**src/rtl/eeprom_key_pkg.sv**
```systemverilog
// Shared types and helpers for the EEPROM key-loading sequencers.
package eeprom_key_pkg;

    localparam logic [7:0] DEFAULT_BASE_ADDR = 8'h00;

    typedef enum logic [2:0] {
        IDLE,
        REQ,
        WAIT,
        NEXT,
        DONE,
        ERR
    } state_e;

    // Counter width able to hold 0 .. cycles-1.
    function automatic int unsigned timer_width(input int unsigned cycles);
        return (cycles <= 2) ? 1 : $clog2(cycles);
    endfunction

endpackage

```
**src/rtl/eeprom_byte_timer.sv**
```systemverilog
// Per-byte watchdog: restarts on start, counts while run, flags the last allowed cycle.
module eeprom_byte_timer
    import eeprom_key_pkg::*;
#(
    parameter int unsigned LIMIT = 4096
) (
    input  logic clk,
    input  logic rst_n,
    input  logic start,
    input  logic run,
    output logic expire_c
);

    localparam int unsigned W = timer_width(LIMIT);
    localparam logic [W-1:0] LAST = W'(LIMIT - 1);

    logic [W-1:0] count_q;

    // Saturates at LAST so a stalled owner never sees the count wrap.
    always_ff @(posedge clk or negedge rst_n) begin
        if (!rst_n) begin
            count_q <= '0;
        end else if (start) begin
            count_q <= '0;
        end else if (run && (count_q != LAST)) begin
            count_q <= count_q + W'(1);
        end
    end

    assign expire_c = run && (count_q == LAST);

endmodule

```
**src/rtl/eeprom_key_loader.sv**
```systemverilog
// Reads KEY_BYTES bytes from the AT25010 byte interface into a flat key register.
// Define EEPROM_KEY_CHECKSUM_EN to read and verify a trailing XOR checksum byte.
module eeprom_key_loader
    import eeprom_key_pkg::*;
#(
    parameter int unsigned KEY_BYTES      = 16,
    parameter logic [7:0]  BASE_ADDR      = DEFAULT_BASE_ADDR,
    parameter int unsigned TIMEOUT_CYCLES = 4096
) (
    input  logic                   clk,
    input  logic                   rst_n,
    input  logic                   load,
    output logic                   loading,
    output logic [8*KEY_BYTES-1:0] key,
    output logic                   key_valid,
    output logic                   key_err,
    output logic                   rd_req,
    output logic [7:0]             rd_addr,
    input  logic [7:0]             rd_data,
    input  logic                   rd_valid,
    input  logic                   rd_busy
);

    localparam int unsigned KEY_W = 8 * KEY_BYTES;
`ifdef EEPROM_KEY_CHECKSUM_EN
    localparam int unsigned NUM_READS = KEY_BYTES + 1;
    localparam logic [7:0]  KEY_LAST  = 8'(KEY_BYTES - 1);
`else
    localparam int unsigned NUM_READS = KEY_BYTES;
`endif
    localparam logic [7:0]  LAST_IDX  = 8'(NUM_READS - 1);

    state_e             state_q, state_d;
    logic [7:0]         idx_q, idx_d;
    logic [KEY_W-1:0]   key_q, key_d;
    logic               key_valid_q, key_valid_d;
    logic               key_err_q, key_err_d;
    logic               loading_q, loading_d;
    logic               rd_req_q, rd_req_d;
    logic [7:0]         rd_addr_q, rd_addr_d;
    logic               timer_start_c;
    logic               timer_expire_c;
`ifdef EEPROM_KEY_CHECKSUM_EN
    logic [7:0]         xor_q, xor_d;
    logic               csum_ok_q, csum_ok_d;
`endif

    eeprom_byte_timer #(
        .LIMIT    (TIMEOUT_CYCLES)
    ) u_timer (
        .clk      (clk),
        .rst_n    (rst_n),
        .start    (timer_start_c),
        .run      (state_q == WAIT),
        .expire_c (timer_expire_c)
    );

    // State and output registers.
    always_ff @(posedge clk or negedge rst_n) begin
        if (!rst_n) begin
            state_q     <= IDLE;
            idx_q       <= '0;
            key_q       <= '0;
            key_valid_q <= 1'b0;
            key_err_q   <= 1'b0;
            loading_q   <= 1'b0;
            rd_req_q    <= 1'b0;
            rd_addr_q   <= BASE_ADDR;
`ifdef EEPROM_KEY_CHECKSUM_EN
            xor_q       <= '0;
            csum_ok_q   <= 1'b0;
`endif
        end else begin
            state_q     <= state_d;
            idx_q       <= idx_d;
            key_q       <= key_d;
            key_valid_q <= key_valid_d;
            key_err_q   <= key_err_d;
            loading_q   <= loading_d;
            rd_req_q    <= rd_req_d;
            rd_addr_q   <= rd_addr_d;
`ifdef EEPROM_KEY_CHECKSUM_EN
            xor_q       <= xor_d;
            csum_ok_q   <= csum_ok_d;
`endif
        end
    end

    // Next-state logic; outputs are registered from the state being entered.
    always_comb begin
        state_d       = state_q;
        idx_d         = idx_q;
        key_d         = key_q;
        key_valid_d   = key_valid_q;
        key_err_d     = key_err_q;
        loading_d     = loading_q;
        rd_req_d      = 1'b0;
        rd_addr_d     = rd_addr_q;
        timer_start_c = 1'b0;
`ifdef EEPROM_KEY_CHECKSUM_EN
        xor_d         = xor_q;
        csum_ok_d     = csum_ok_q;
`endif

        case (state_q)
            IDLE: begin
                if (load) begin
                    key_d       = '0;
                    key_valid_d = 1'b0;
                    key_err_d   = 1'b0;
                    idx_d       = '0;
                    loading_d   = 1'b1;
`ifdef EEPROM_KEY_CHECKSUM_EN
                    xor_d       = '0;
                    csum_ok_d   = 1'b0;
`endif
                    state_d     = REQ;
                end
            end
            REQ: begin
                if (!rd_busy) begin
                    rd_req_d      = 1'b1;
                    rd_addr_d     = BASE_ADDR + idx_q;
                    timer_start_c = 1'b1;
                    state_d       = WAIT;
                end
            end
            WAIT: begin
                // A strobe on the final allowed cycle still counts as a capture.
                if (rd_valid) begin
`ifdef EEPROM_KEY_CHECKSUM_EN
                    if (idx_q > KEY_LAST) begin
                        csum_ok_d = (rd_data == xor_q);
                    end else begin
                        xor_d = xor_q ^ rd_data;
                    end
`endif
                    for (int i = 0; i < KEY_BYTES; i++) begin
                        if (idx_q == 8'(i)) begin
                            key_d[8*i +: 8] = rd_data;
                        end
                    end
                    state_d = NEXT;
                end else if (timer_expire_c) begin
                    state_d = ERR;
                end
            end
            NEXT: begin
                if (idx_q == LAST_IDX) begin
`ifdef EEPROM_KEY_CHECKSUM_EN
                    state_d = csum_ok_q ? DONE : ERR;
`else
                    state_d = DONE;
`endif
                end else begin
                    idx_d   = idx_q + 8'd1;
                    state_d = REQ;
                end
            end
            DONE:    state_d = IDLE;
            ERR:     state_d = IDLE;
            default: state_d = IDLE;
        endcase

        // Completion flags take effect on entry to the terminal state.
        if (state_d != state_q) begin
            if (state_d == DONE) begin
                key_valid_d = 1'b1;
                loading_d   = 1'b0;
            end else if (state_d == ERR) begin
                key_d       = '0;
                key_err_d   = 1'b1;
                key_valid_d = 1'b0;
                loading_d   = 1'b0;
            end
        end
    end

    assign loading   = loading_q;
    assign key       = key_q;
    assign key_valid = key_valid_q;
    assign key_err   = key_err_q;
    assign rd_req    = rd_req_q;
    assign rd_addr   = rd_addr_q;

endmodule

```
**config.mk**
```make
export PLATFORM = sky130hd
export DESIGN_NAME = eeprom_key_loader
export DESIGN_NICKNAME = d
export VERILOG_FILES = /design/src/rtl/eeprom_key_pkg.sv /design/src/rtl/eeprom_byte_timer.sv /design/src/rtl/eeprom_key_loader.sv
export SDC_FILE = /design/constraint.sdc
export NUM_CORES = 1
export LEC_CHECK = 0
export CAP_MARGIN = 20
export CORE_MARGIN = 8
export CORE_UTILIZATION = 47
export DETAILED_ROUTE_END_ITERATION = 10
export PLACE_DENSITY = 0.77
export RECOVER_POWER = 25
export SYNTH_ARGS = -nofsm -noshare
export SYNTH_HDL_FRONTEND = slang
export SYNTH_SLANG_ARGS = --single-unit
```
**constraint.sdc**
```tcl
create_clock -name clk -period 1.9 [get_ports clk]
set_input_delay 0.38 -clock clk [delete_from_list [all_inputs] [get_ports clk]]
set_output_delay 0.38 -clock clk [all_outputs]
set_load 0.01 [all_outputs]
```
==> metrics.txt <==
status finished clean; Distinct cells, synth 48; Post-Synthesis Cells roughly 750; #FFs+latches synth 163; total gr overflow 0; ys flop type dfrtp_1; critical path peak fanout 11; Max-cap violations 0; Area Growth Syn to Fin 39.4%; dpl ws -246 ps; # port buffers 152; fin worst setup slack 57.5 ps; Final Max Slew Viols 0; largest net degree at the start of global routing 54; worst slew pin tran 1180 ps; worst flop-to-flop path endpoint key[98]$_DFF_PN0_; hold path start rd_addr[7]$_DFFE_PN0P_; WL final about 23,000 um; CP arrival 2190 ps; Switch Pwr about 3000 uW; Mapped Area 7610 um2; WL per Instance 19.2 um; f_max 0.543 GHz; Post-DP Area approximately 10000 um2; CTS sink cnt 163; clock tree buffer depth 2; Tcrit/Tclk final 97.0%; Pwr per Cell Area 954 nW/um2; Worst Hold Depth 2; die height 143 um; clock share of power 34.1%; Post-synth EDFFs 0; Root Buffer clkbuf_16; TNS Setup 0 ps; first-pass GRT wire length 35,500 um; vias in the first global route 6,490; commonest non-fill, non-tap cell in the layout dfrtp_1; Logic pwr share around a quarter; row cnt 46; CTS tree done; post-route ant nets 0; crit start category flop; post-synthesis sequential area ratio 53.6%; Compound-Gate Fraction of Synth Area 12.9%; Clock Skew 7.72 ps; Reg2Reg Launch Point state_q[0]$_DFF_PN0_; IO Count 153; CTS buffer count 17; WS Path Type reg -> reg; Initial Util between 40% and 50%; Finished Cell Area 10,600 um2; post-DP HPWL 15,900 um; Adder-Cell Fraction of Synth Area 0.822%; # diodes 0; R2R Setup Slk 60 ps; Final Hold Viols 0; Placeable Area 15,800 um2; post-synthesis xor/xnor area fraction less than 1%; DR DRC count 0; worst hold path class reg -> reg; Critical Path Sink Type flop; internal power 7060 uW; Worst-Skew Late Latency between 400 and 500 ps; switching share of power between 30% and 40%; DR vias/cell 5.70; Lkg Pwr between 0.004 and 0.005 uW; unrepaired setup endpoints after global routing true; post-synthesis mux area share 3.08%; Reg2Reg Depth 7; Clk pin slew, worst setup/hold paths 60 ps; initial antenna violation count 0; Worst Path Required 2250 ps; initial drt markers 559; Max-slew headroom roughly a fifth; Syn Area/Cell 10.2 um2; Tot GR Track Use 22.2%; GPL Wtd Cong 0.842; commonest cells after routing, fill and taps aside 160 x dfrtp_1, 151 x clkdlybuf4s50_1, 87 x nor2_1, 70 x buf_4, 64 x nand3_1; post-synthesis net count 763; vias 6,670; fin crit period 1840 ps; Sequential Power Share between 40% and 50%; layout cells sized above 1 a little over a fifth; H-tree depth 4; Nets 961; total chip power 10,100 uW; simple-gate share of the synthesized area 24.3%; # setup viols final 0; Async SR Flop Fraction 100%; yosys warns 0; largest family of logic cells by synthesized area simple AND/OR/NAND/NOR gates; maximum vdd drop ~0.00072 V; die outline area 20,500 um2; first-pass detailed-route iteration total 5; Die X between 100 and 150 um; Hold Path End rd_addr[7]$_DFFE_PN0P_
[state kept, by name, indices dropped and copies added (netlist names)]
| register | flops |
|---|---|
| loading | 1 |
| key_err | 1 |
| idx_q | 8 |
| rd_req | 1 |
| key | 128 |
| rd_addr | 8 |
| state_q | 3 |
| u_timer.count_q | 12 |
| key_valid | 1 |
[timing repair]
action                                  in CTS  in global routing
hold buffers                                 1                  0
endpoints found under the setup margin       0                125
endpoints found under the hold margin       48                  0
gates resized for setup                      0                 15
buffers inserted                             0                  5
[through the flow]
stage / utilization (%) / cells / hold WS [ps]
after detailed placement: 62.5 / 1133 / 366
final: 67.0 / 1171 / 486
after floorplan: - / 745 / 84.4
after CTS: 66.3 / 1165 / 484
after global placement: 62.5 / 1133 / 369
after global routing: 67.0 / 1171 / 496
[area by class of cell]
cell class / instances / area [um2]
Fill cell: 1198 / 5230
Sequential cell: 163 / 4080
Multi-Input combinational cell: 503 / 3200
Timing Repair Buffer: 243 / 2400
Clock buffer: 20 / 457
Tap cell: 216 / 270
Clock inverter: 11 / 135
Inverter: 15 / 56.3
[logic make-up (layout without fill, tap and decap cells)]
family / Yosys count / in the layout
DFF: 163 / 163
buffers and inverters: 79 / 289
muxes: 21 / 21
xor gates and xnor gates: 3 / 3
and+or+nand+nor: 329 / 329
adders and majority gates: 5 / 5
AOI/OAI and AO/OA: 145 / 145
[cells in the mapped netlist (all sizes together) (3+ instances only)]
library cell	instances	area, um2
o21ai	12	60.1
o31ai	5	37.5
o211ai	3	22.5
a32oi	56	490
a21oi	59	295
or3	3	18.8
nand4	19	144
nor2	87	327
nand2	49	184
clkbuf	31	116
or4	5	37.5
inv	15	56.3
dfrtp	163	4080
nand3	64	320
or2	51	319
mux2	19	214
nor4	7	75.1
buf	33	201
and2	8	50.1
a211oi	4	30.0
xnor2	3	26.3
nor2b	3	18.8
nor3	18	206
ha	5	62.6
[worst max path at each step]
| stage | startpoint | to | cells after the start |
|---|---|---|---|
| after detailed placement | rd_valid | key[98]$_DFF_PN0_ | 7 |
| after CTS | state_q[0]$_DFF_PN0_ | key[98]$_DFF_PN0_ | 7 |
| after global placement | load | key[109]$_DFF_PN0_ | 6 |
| after global routing | state_q[0]$_DFF_PN0_ | key[98]$_DFF_PN0_ | 7 |
| after floorplan | state_q[0]$_DFF_PN0_ | key[88]$_DFF_PN0_ | 7 |
| final | state_q[0]$_DFF_PN0_ | key[98]$_DFF_PN0_ | 7 |
[worst max-delay path, cell delays in order (launching register included)]
cell and delay (ps):
dfrtp_2 460, buf_4 190, nor3b_4 230, buf_6 160, nand4_1 100, buf_4 200
or2_2 290, a21oi_2 140
[power groups by stage]
stage,clock (uW),combinational [uW],sequential [uW]
2_1_floorplan,0,1140,4170
3_3_place_gp,0,2490,4110
3_5_place_dp,0,2540,4120
4_1_cts,3500,2550,4060
5_1_grt,3640,2820,4100
6_report,3450,2590,4070
[metal layers]
layer  GRT usage, %  vias up  part of all wire [%]
li1               -     3070                     -
met4           8.14        0                   2.6
met2           36.4      230                    49
met1           28.0     3332                    41
met5              0        -                     0
met3           5.11       38                   6.9
No activity file was read; power rests on OpenSTA's default activity.
